### src/rtl/l2_port_arbiter_pkg.sv
// Shared types and constants for the I/D miss-port arbiter in front of the unified L2.
package l2_port_arbiter_pkg;
   localparam int L2A_ADDR_W = 32;
   localparam int L2A_LINE_W = 256;

   typedef enum logic [1:0] {IDLE, GNT_I, GNT_D, RELEASE} arb_state_t;
   typedef enum logic {PORT_I, PORT_D} port_t;
endpackage

### src/rtl/l2_port_arbiter.sv
// Round-robin arbiter sharing the L2 line port between the I-cache and D-cache miss ports.
// One transaction in flight; L2 address/data/op are held in registers for the whole grant.
module l2_port_arbiter
   import l2_port_arbiter_pkg::*;
#(
   parameter int ADDR_W = L2A_ADDR_W,
   parameter int LINE_W = L2A_LINE_W
) (
   input  logic              clk,
   input  logic              rst,
   input  logic              i_read,
   input  logic [ADDR_W-1:0] i_addr,
   output logic [LINE_W-1:0] i_rdata,
   output logic              i_resp,
   input  logic              d_read,
   input  logic              d_write,
   input  logic [ADDR_W-1:0] d_addr,
   input  logic [LINE_W-1:0] d_wdata,
   output logic [LINE_W-1:0] d_rdata,
   output logic              d_resp,
   output logic              l2_read,
   output logic              l2_write,
   output logic [ADDR_W-1:0] l2_addr,
   output logic [LINE_W-1:0] l2_wdata,
   input  logic [LINE_W-1:0] l2_rdata,
   input  logic              l2_resp
);

   arb_state_t        state_q, state_d;
   port_t             last_q, last_d;
   logic              load_d;
   logic              gnt_d_sel;
   logic              wr_q;
   logic [ADDR_W-1:0] addr_q;
   logic [LINE_W-1:0] wdata_q;
   logic              i_req, d_req;

   assign i_req = i_read;
   assign d_req = d_read | d_write;

   always_comb begin
      state_d   = state_q;
      last_d    = last_q;
      load_d    = 1'b0;
      gnt_d_sel = 1'b0;
      i_resp    = 1'b0;
      d_resp    = 1'b0;
      l2_read   = 1'b0;
      l2_write  = 1'b0;
      case (state_q)
         IDLE: begin
            // On a tie, grant the port that did not win last time.
            if (d_req && (!i_req || last_q == PORT_I)) begin
               state_d   = GNT_D;
               last_d    = PORT_D;
               load_d    = 1'b1;
               gnt_d_sel = 1'b1;
            end else if (i_req) begin
               state_d = GNT_I;
               last_d  = PORT_I;
               load_d  = 1'b1;
            end
         end
         GNT_I: begin
            l2_read = 1'b1;
            if (l2_resp) begin
               i_resp  = 1'b1;
               state_d = RELEASE;
            end
         end
         GNT_D: begin
            l2_write = wr_q;
            l2_read  = ~wr_q;
            if (l2_resp) begin
               d_resp  = 1'b1;
               state_d = RELEASE;
            end
         end
         RELEASE: state_d = IDLE;
         default: state_d = IDLE;
      endcase
   end

   always_ff @(posedge clk) begin
      if (rst) begin
         state_q <= IDLE;
         last_q  <= PORT_I;
         wr_q    <= 1'b0;
         addr_q  <= '0;
         wdata_q <= '0;
      end else begin
         state_q <= state_d;
         last_q  <= last_d;
         if (load_d) begin
            // Write wins when the D-cache raises both strobes.
            wr_q   <= gnt_d_sel & d_write;
            addr_q <= gnt_d_sel ? d_addr : i_addr;
            if (gnt_d_sel) wdata_q <= d_wdata;
         end
      end
   end

   assign l2_addr  = addr_q;
   assign l2_wdata = wdata_q;
   assign i_rdata  = l2_rdata;
   assign d_rdata  = l2_rdata;

endmodule

### config.mk
export PLATFORM = sky130hd
export DESIGN_NAME = l2_port_arbiter
export DESIGN_NICKNAME = d
export VERILOG_FILES = /design/src/rtl/l2_port_arbiter_pkg.sv /design/src/rtl/l2_port_arbiter.sv
export SDC_FILE = /design/constraint.sdc
export NUM_CORES = 1
export LEC_CHECK = 0
export CAP_MARGIN = 5
export CORE_AREA = 8 8 536 538
export CTS_BUF_LIST = sky130_fd_sc_hd__clkbuf_8
export DETAILED_ROUTE_END_ITERATION = 8
export DIE_AREA = 0 0 544 546
export GPL_TIMING_DRIVEN = 1
export SLEW_MARGIN = 30
export SYNTH_ARGS = -nofsm -noshare
export SYNTH_HDL_FRONTEND = slang
export SYNTH_SLANG_ARGS = --single-unit
### constraint.sdc
create_clock -name clk -period 4.75 [get_ports clk]
set_clock_uncertainty 0.2 [all_clocks]
set_input_delay 0.7125 -clock clk [delete_from_list [all_inputs] [get_ports clk]]
set_output_delay 0.7125 -clock clk [all_outputs]
set_load 0.005 [all_outputs]
==> metrics.txt, run 1 <==
outcome=complete, no violations; total vias in the final route=14851; total power per unit cell area=534 mW/mm2; remaining global-route overflow=0; number of different library cells in the post-synthesis netlist=31; first-iteration detailed-routing DRC count=1325; Hold Crit Start=rst; cell leakage power=6.77 nW; Cell Count Post-Placement=5551; buffer levels on the longest clock path=4; Syn. warnings=0; Site Rows=194; Cell Chain, Critical Path=inv_1 > ha_1 > and2_1 > clkdlybuf4s50_1; DRC violation count after routing=0; number of antenna violations at the first check in global routing=100; number of max-slew violations in the final report=0; Synth area leader=sky130_fd_sc_hd__dfxtp_1; clk_lat worst skew=0.87 ns; I/O pin cnt=1386; unrepaired setup endpoints after global routing=false; vertical extent of the die=546 um; Crit path largest cell delay=0.77 ns; # clock sinks=292; footprint of the multi-input gates=0.00473 mm2; number of fillers in the final layout=32591; ranking of synthesized cells by area=sky130_fd_sc_hd__dfxtp_1, sky130_fd_sc_hd__buf_4, sky130_fd_sc_hd__o21ai_0; wirelength, routed=192000 um; non-filler cells, final=5689; endpoints failing setup=0; crit start category=register; critical path endpoint category=primary output; initial cell density of the core=5.42%; die area=0.297 mm2; residual antenna-violating net count after detailed routing=0; clock tree from TritonCTS=yes; FF-to-FF setup slack=1.78 ns; number of global-route vias before repair=14254; number of register bits inferred by synthesis=292; startpoint-to-endpoint class of the critical path=register to primary output; net count of the mapped netlist=2449; final instance area=0.0231 mm2; Hold Path Depth=2; core area=0.278 mm2; worst-case hold path end point=l2_wdata[45]; maximum number of pins on one net before global-route repair=174; cell area after placement=0.0217 mm2; DR vias/cell=2.61; Slew HR=31.5%; Detailed Routing Iterations Pass 1=5; H-Tree Depth=3; final worst-path cycle share=75.5%; launching point of the worst reg2reg path=state_q[0]; worst-margin pin slew=1.03 ns; post-CTS setup buffers=0; final cell utilization of the core=8.31%; reported max-cap violation count=0; least setup slack across all paths after layout=1.16 ns; clock-pin slew reported for the worst setup and hold paths after clock tree synthesis=0.07 ns; crit path max-delay cell type=sky130_fd_sc_hd__clkdlybuf4s50_1; layout net count=2489; syn_area_per_cell=8.11 um2; count of mapped cells out of synthesis=1863; number of flops mapped to enable cells by yosys=0; die extent in x=544 um; Worst Hold Class=input port to register; sequential element share of the synthesized area=38.7%; cell at the root of the clock tree=sky130_fd_sc_hd__clkbuf_8; share of synthesized flip-flops with an asynchronous set or reset=0%; Worst R2R Path Depth=6; GR Util All Layers=12.2%; reg-to-reg endpoint=l2_wdata[65]; primary flip-flop cell chosen by synthesis mapping=sky130_fd_sc_hd__dfxtp_1; relative area change from synthesis to final layout=53.2%; final total negative setup slack=0 ns; Data arrival, critical path=2.67 ns; data required time of the worst path=3.84 ns; post-synth design cell area=0.0151 mm2; number of stages on the worst setup path=4; kind of cell adding the most delay to the critical path=buffers and inverters; worst-case setup slack after placement=1.46 ns; TritonCTS Buffers=74; global-route wire length before repair=223000 um; detail-routed net length per standard cell=33.8 um; hold violation count in the final report=0; gp weighted congestion=0.889; peak supply drop=334 uV; top-area cell type share of the netlist area=38.7%; fmax=279 MHz; count of hold buffers inserted by post-cts repair=0; flip-flop and latch area=0.00585 mm2; total half-perimeter wirelength after legalization and detailed placement=167000 um; share of final-layout standard cells stronger than drive strength 1=6.89%; input/output buffers=617; crit path time final=3.59 ns; crit path max fanout=3; count of cells resized by post-cts repair=0; Crit path buffers/inverters=2
==> synthesized netlist by cell type (2+ instances only) <==
cell	number
sky130_fd_sc_hd__o21ai_0	258
sky130_fd_sc_hd__clkbuf_2	10
sky130_fd_sc_hd__buf_4	515
sky130_fd_sc_hd__inv_1	2
sky130_fd_sc_hd__ha_1	4
sky130_fd_sc_hd__nor2_1	2
sky130_fd_sc_hd__a21oi_1	257
sky130_fd_sc_hd__nor2b_1	2
sky130_fd_sc_hd__nor3_1	64
sky130_fd_sc_hd__o32ai_1	32
sky130_fd_sc_hd__buf_1	8
sky130_fd_sc_hd__buf_2	50
sky130_fd_sc_hd__nand2_1	2
sky130_fd_sc_hd__dfxtp_1	292
sky130_fd_sc_hd__nand3_1	256
sky130_fd_sc_hd__and2_1	3
sky130_fd_sc_hd__clkbuf_1	92
==> final cells by class <==
cell class	count	area share, %
Multi-Input combinational cell	893	20.5
Clock inverter	33	0.903
Inverter	3	0.0811
Tap cell	3724	20.1
Timing Repair Buffer	639	27.8
Sequential cell	292	25.3
Clock buffer	86	5.12
Antenna cell	19	0.206
==> cells in the final DEF (no fill, tap or decap), types with 2 or more instances in the layout <==
cell type                         count
sky130_fd_sc_hd__nor2b_1              2
sky130_fd_sc_hd__buf_12               7
sky130_fd_sc_hd__clkinv_2            10
sky130_fd_sc_hd__o21ai_0            258
sky130_fd_sc_hd__inv_1               18
sky130_fd_sc_hd__nor2_1               2
sky130_fd_sc_hd__clkbuf_8            86
sky130_fd_sc_hd__o32ai_1             32
sky130_fd_sc_hd__diode_2             19
sky130_fd_sc_hd__nand3_1            256
sky130_fd_sc_hd__buf_4               15
sky130_fd_sc_hd__clkinvlp_4           4
sky130_fd_sc_hd__bufinv_16            2
sky130_fd_sc_hd__and2_1               3
sky130_fd_sc_hd__nor3_1              64
sky130_fd_sc_hd__ha_1                 3
sky130_fd_sc_hd__clkdlybuf4s50_1    616
sky130_fd_sc_hd__a21oi_1            257
sky130_fd_sc_hd__dfxtp_1            292
==> how the worst max path moves through the flow <==
stage	start	to	slack (ns)
after floorplan	d_read	state_q[1]	2.83
final	state_q[0]	l2_write	1.16
after global routing	state_q[0]	l2_write	0.84
after detailed placement	d_write	l2_wdata[98]	1.46
after CTS	wr_q	l2_write	0.64
after global placement	d_write	l2_wdata[98]	1.46
==> routing by layer <==
metal  track usage [%]  wire (um)
met1              8.25      44700
met2              16.6      72700
met3              17.8      59800
met4              7.38      14600
met5             0.536        358
==> registers in the layout, indices dropped and copies added, names as in the netlist <==
signal    flops
wr_q          1
l2_wdata    256
last_q        1
l2_addr      32
state_q       2
==> cells by family (layout without fill, tap and decap cells) <==
kind of cell    Yosys count  count (layout)  synth area share [%]
flops                   292             292                  38.7
mux                       1               1                0.0663
buf+inv                 678             761                  30.1
simple gates            331             331                  11.0
other cells               0              19                     0
compound gates          557             557                  19.7
fa+ha+maj                 4               4                 0.331
==> per-stage QoR <==
step / hold WS [ns] / power (mW)
CTS: 0.0328 / 12.7
global route: 0.0892 / 13.2
global placement: 0.258 / 9.16
floorplan: 0.268 / 5.79
detailed placement: 0.266 / 9.17
finish: 0.168 / 12.3
==> power breakdown <==
group	internal (mW)	switching [mW]
clock	1.74	1.53
sequential	3.14	0.350
combinational	2.06	3.53
total	6.94	5.41
No activity file was read; power rests on OpenSTA's default activity.
==> run 2: changes to the inputs <==
--- a/config.mk
+++ b/config.mk
@@ -6,10 +6,10 @@
 export NUM_CORES = 1
 export LEC_CHECK = 0
 export CAP_MARGIN = 5
-export CORE_AREA = 8 8 536 538
+export CORE_AREA = 8 8 532 534
 export CTS_BUF_LIST = sky130_fd_sc_hd__clkbuf_8
 export DETAILED_ROUTE_END_ITERATION = 8
-export DIE_AREA = 0 0 544 546
+export DIE_AREA = 0 0 540 542
 export GPL_TIMING_DRIVEN = 1
 export SLEW_MARGIN = 30
 export SYNTH_ARGS = -nofsm -noshare
==> constraint.sdc (replaced) <==
create_clock -name clk -period 3.3 [get_ports clk]
set_clock_uncertainty 0.2 [all_clocks]
set_input_delay 0.495 -clock clk [delete_from_list [all_inputs] [get_ports clk]]
set_output_delay 0.495 -clock clk [all_outputs]
set_load 0.005 [all_outputs]
==> run 2 against run 1 <==
Net effect:
- critical path depth did not move
- clock power increased by 56%
- utilization grew 1.1 points
- register-to-register slack worse by 1.0 ns
- non-clock buffer count up 245
- via count grew 7.8%
- hold slack worse by 0.051 ns
- final area up 11%
- combinational power increased by 53%
- count of clock-buffer cells in the layout rose by 1
- total power is 52% higher
- critical endpoint is now d_resp
==> metrics.txt, run 2 (same netlist as run 1, synthesis figures left out) <==
crit start category=register; GR Util All Layers=13.3%; Slew HR=28.2%; cell leakage power=7.93 nW; residual antenna-violating net count after detailed routing=0; DRC violation count after routing=0; number of flip-flops in the largest register=256; Cell Count Post-Placement=5438; Crit path largest cell delay=0.56 ns; outcome=complete, no violations; crit path max fanout=3; number of antenna violations at the first check in global routing=113; detail-routed net length per standard cell=35.2 um; die area=0.293 mm2; GRT met3 Usage=18.0%; clk_lat worst skew=0.78 ns; Data arrival, critical path=2.28 ns; Detailed Routing Iterations Pass 1=8; initial cell density of the core=5.50%; clock-pin slew reported for the worst setup and hold paths after clock tree synthesis=0.06 ns; number of global-route vias before repair=16009; # clock sinks=292; cell area after placement=0.0217 mm2; vertical extent of the die=542 um; number of max-slew violations in the final report=0; met1 track utilization from global routing=8.98%; final worst-path cycle share=90.2%; input/output buffers=617; first-iteration detailed-routing DRC count=1220; buffer levels on the longest clock path=4; final cell utilization of the core=9.38%; relative area change from synthesis to final layout=70.6%; total half-perimeter wirelength after legalization and detailed placement=181000 um; worst-margin pin slew=1.07 ns; I/O pin cnt=1386; met2 usage=19.8%; H-Tree Depth=3; startpoint-to-endpoint class of the critical path=register to primary output; non-filler cells, final=5835; share of final-layout standard cells stronger than drive strength 1=6.97%; global-route wire length before repair=241000 um; hold violation count in the final report=0; unrepaired setup endpoints after global routing=false; wirelength, routed=206000 um; critical path endpoint category=primary output; TritonCTS Buffers=73; crit path max-delay cell type=sky130_fd_sc_hd__clkdlybuf4s50_1; final instance area=0.0258 mm2; reported max-cap violation count=0; Hold Path Depth=3; leading cell type in the layout, fill and taps excluded=sky130_fd_sc_hd__clkdlybuf4s50_1; Site Rows=193; Cell Chain, Critical Path=inv_1 > ha_1 > and2_2 > clkdlybuf4s50_1; cell at the root of the clock tree=sky130_fd_sc_hd__clkbuf_8; endpoints failing setup=0; worst hold slack after final layout=0.118 ns; DR vias/cell=2.74; fmax=336 MHz; maximum number of pins on one net before global-route repair=146; core area=0.275 mm2; remaining global-route overflow=0; clock tree from TritonCTS=yes; gp weighted congestion=0.844; Worst R2R Path Depth=6; final total negative setup slack=0 ns; crit path time final=2.98 ns; layout net count=2733; total power per unit cell area=727 mW/mm2; most frequent cells in the layout=sky130_fd_sc_hd__clkdlybuf4s50_1, sky130_fd_sc_hd__dfxtp_1, sky130_fd_sc_hd__o21ai_0; data required time of the worst path=2.60 ns; Worst Hold Class=input port to register; global-route layer with the greatest usage=met2; total vias in the final route=16012; peak supply drop=545 uV; die extent in x=540 um
-- run 2: area by class of cell --
class	count	area (um2)
Antenna cell	32	80.1
Clock buffer	87	1200
Clock inverter	37	359
Fill cell	31758	249000
Inverter	3	18.8
Multi-Input combinational cell	893	4760
Sequential cell	292	5850
Tap cell	3607	4510
Timing Repair Buffer	884	9000
-- run 2: layer usage --
layer | wire (um) | share of wire, % | vias up
met3 | 59400 | 29 | 581
met1 | 48500 | 24 | 7258
met4 | 12500 | 6.1 | 14
met2 | 84700 | 41 | 1603
met5 | 479 | 0.23 | -
li1 | - | - | 6556
-- run 2: final timing paths --
check	slack, ns	startpoint	endpoint
min reg2reg	0.28	l2_wdata[200]	l2_wdata[200]
min	0.12	d_wdata[69]	l2_wdata[69]
max reg2reg	0.75	state_q[0]	l2_addr[17]
max	0.32	state_q[0]	d_resp
-- run 2: per-stage QoR --
step                      setup WS [ns]  power [mW]
after CTS                        0.0576        19.3
after detailed placement          0.356        13.6
after floorplan                    1.56        8.33
after global placement            0.338        13.5
final                             0.324        18.7
after global routing              0.116        20.0
-- run 2: report_power, final --
| part | switching (mW) | total, mW | leakage (nW) | internal [mW] |
|---|---|---|---|---|
| clock | 2.18 | 5.11 | 0.837 | 2.93 |
| combinational | 5.30 | 8.56 | 4.69 | 3.26 |
| sequential | 0.545 | 5.07 | 2.41 | 4.53 |
-- run 2: critical path: cells and delay by family, from the launching register on --
| kind | cells | cell delay, ns |
|---|---|---|
| simple gates | 1 | 0.27 |
| flops | 1 | 0.32 |
| fa+ha+maj | 1 | 0.20 |
| buf+inv | 2 | 0.71 |
-- run 2: timing repair --
action | CTS | global route
pin swaps | 0 | 0
hold buffers | 241 | 0
hold endpoints to repair | 250 | 0
endpoints found under the setup margin | 1 | 1
buffers inserted | 0 | 0
gates resized for setup | 1 | 1
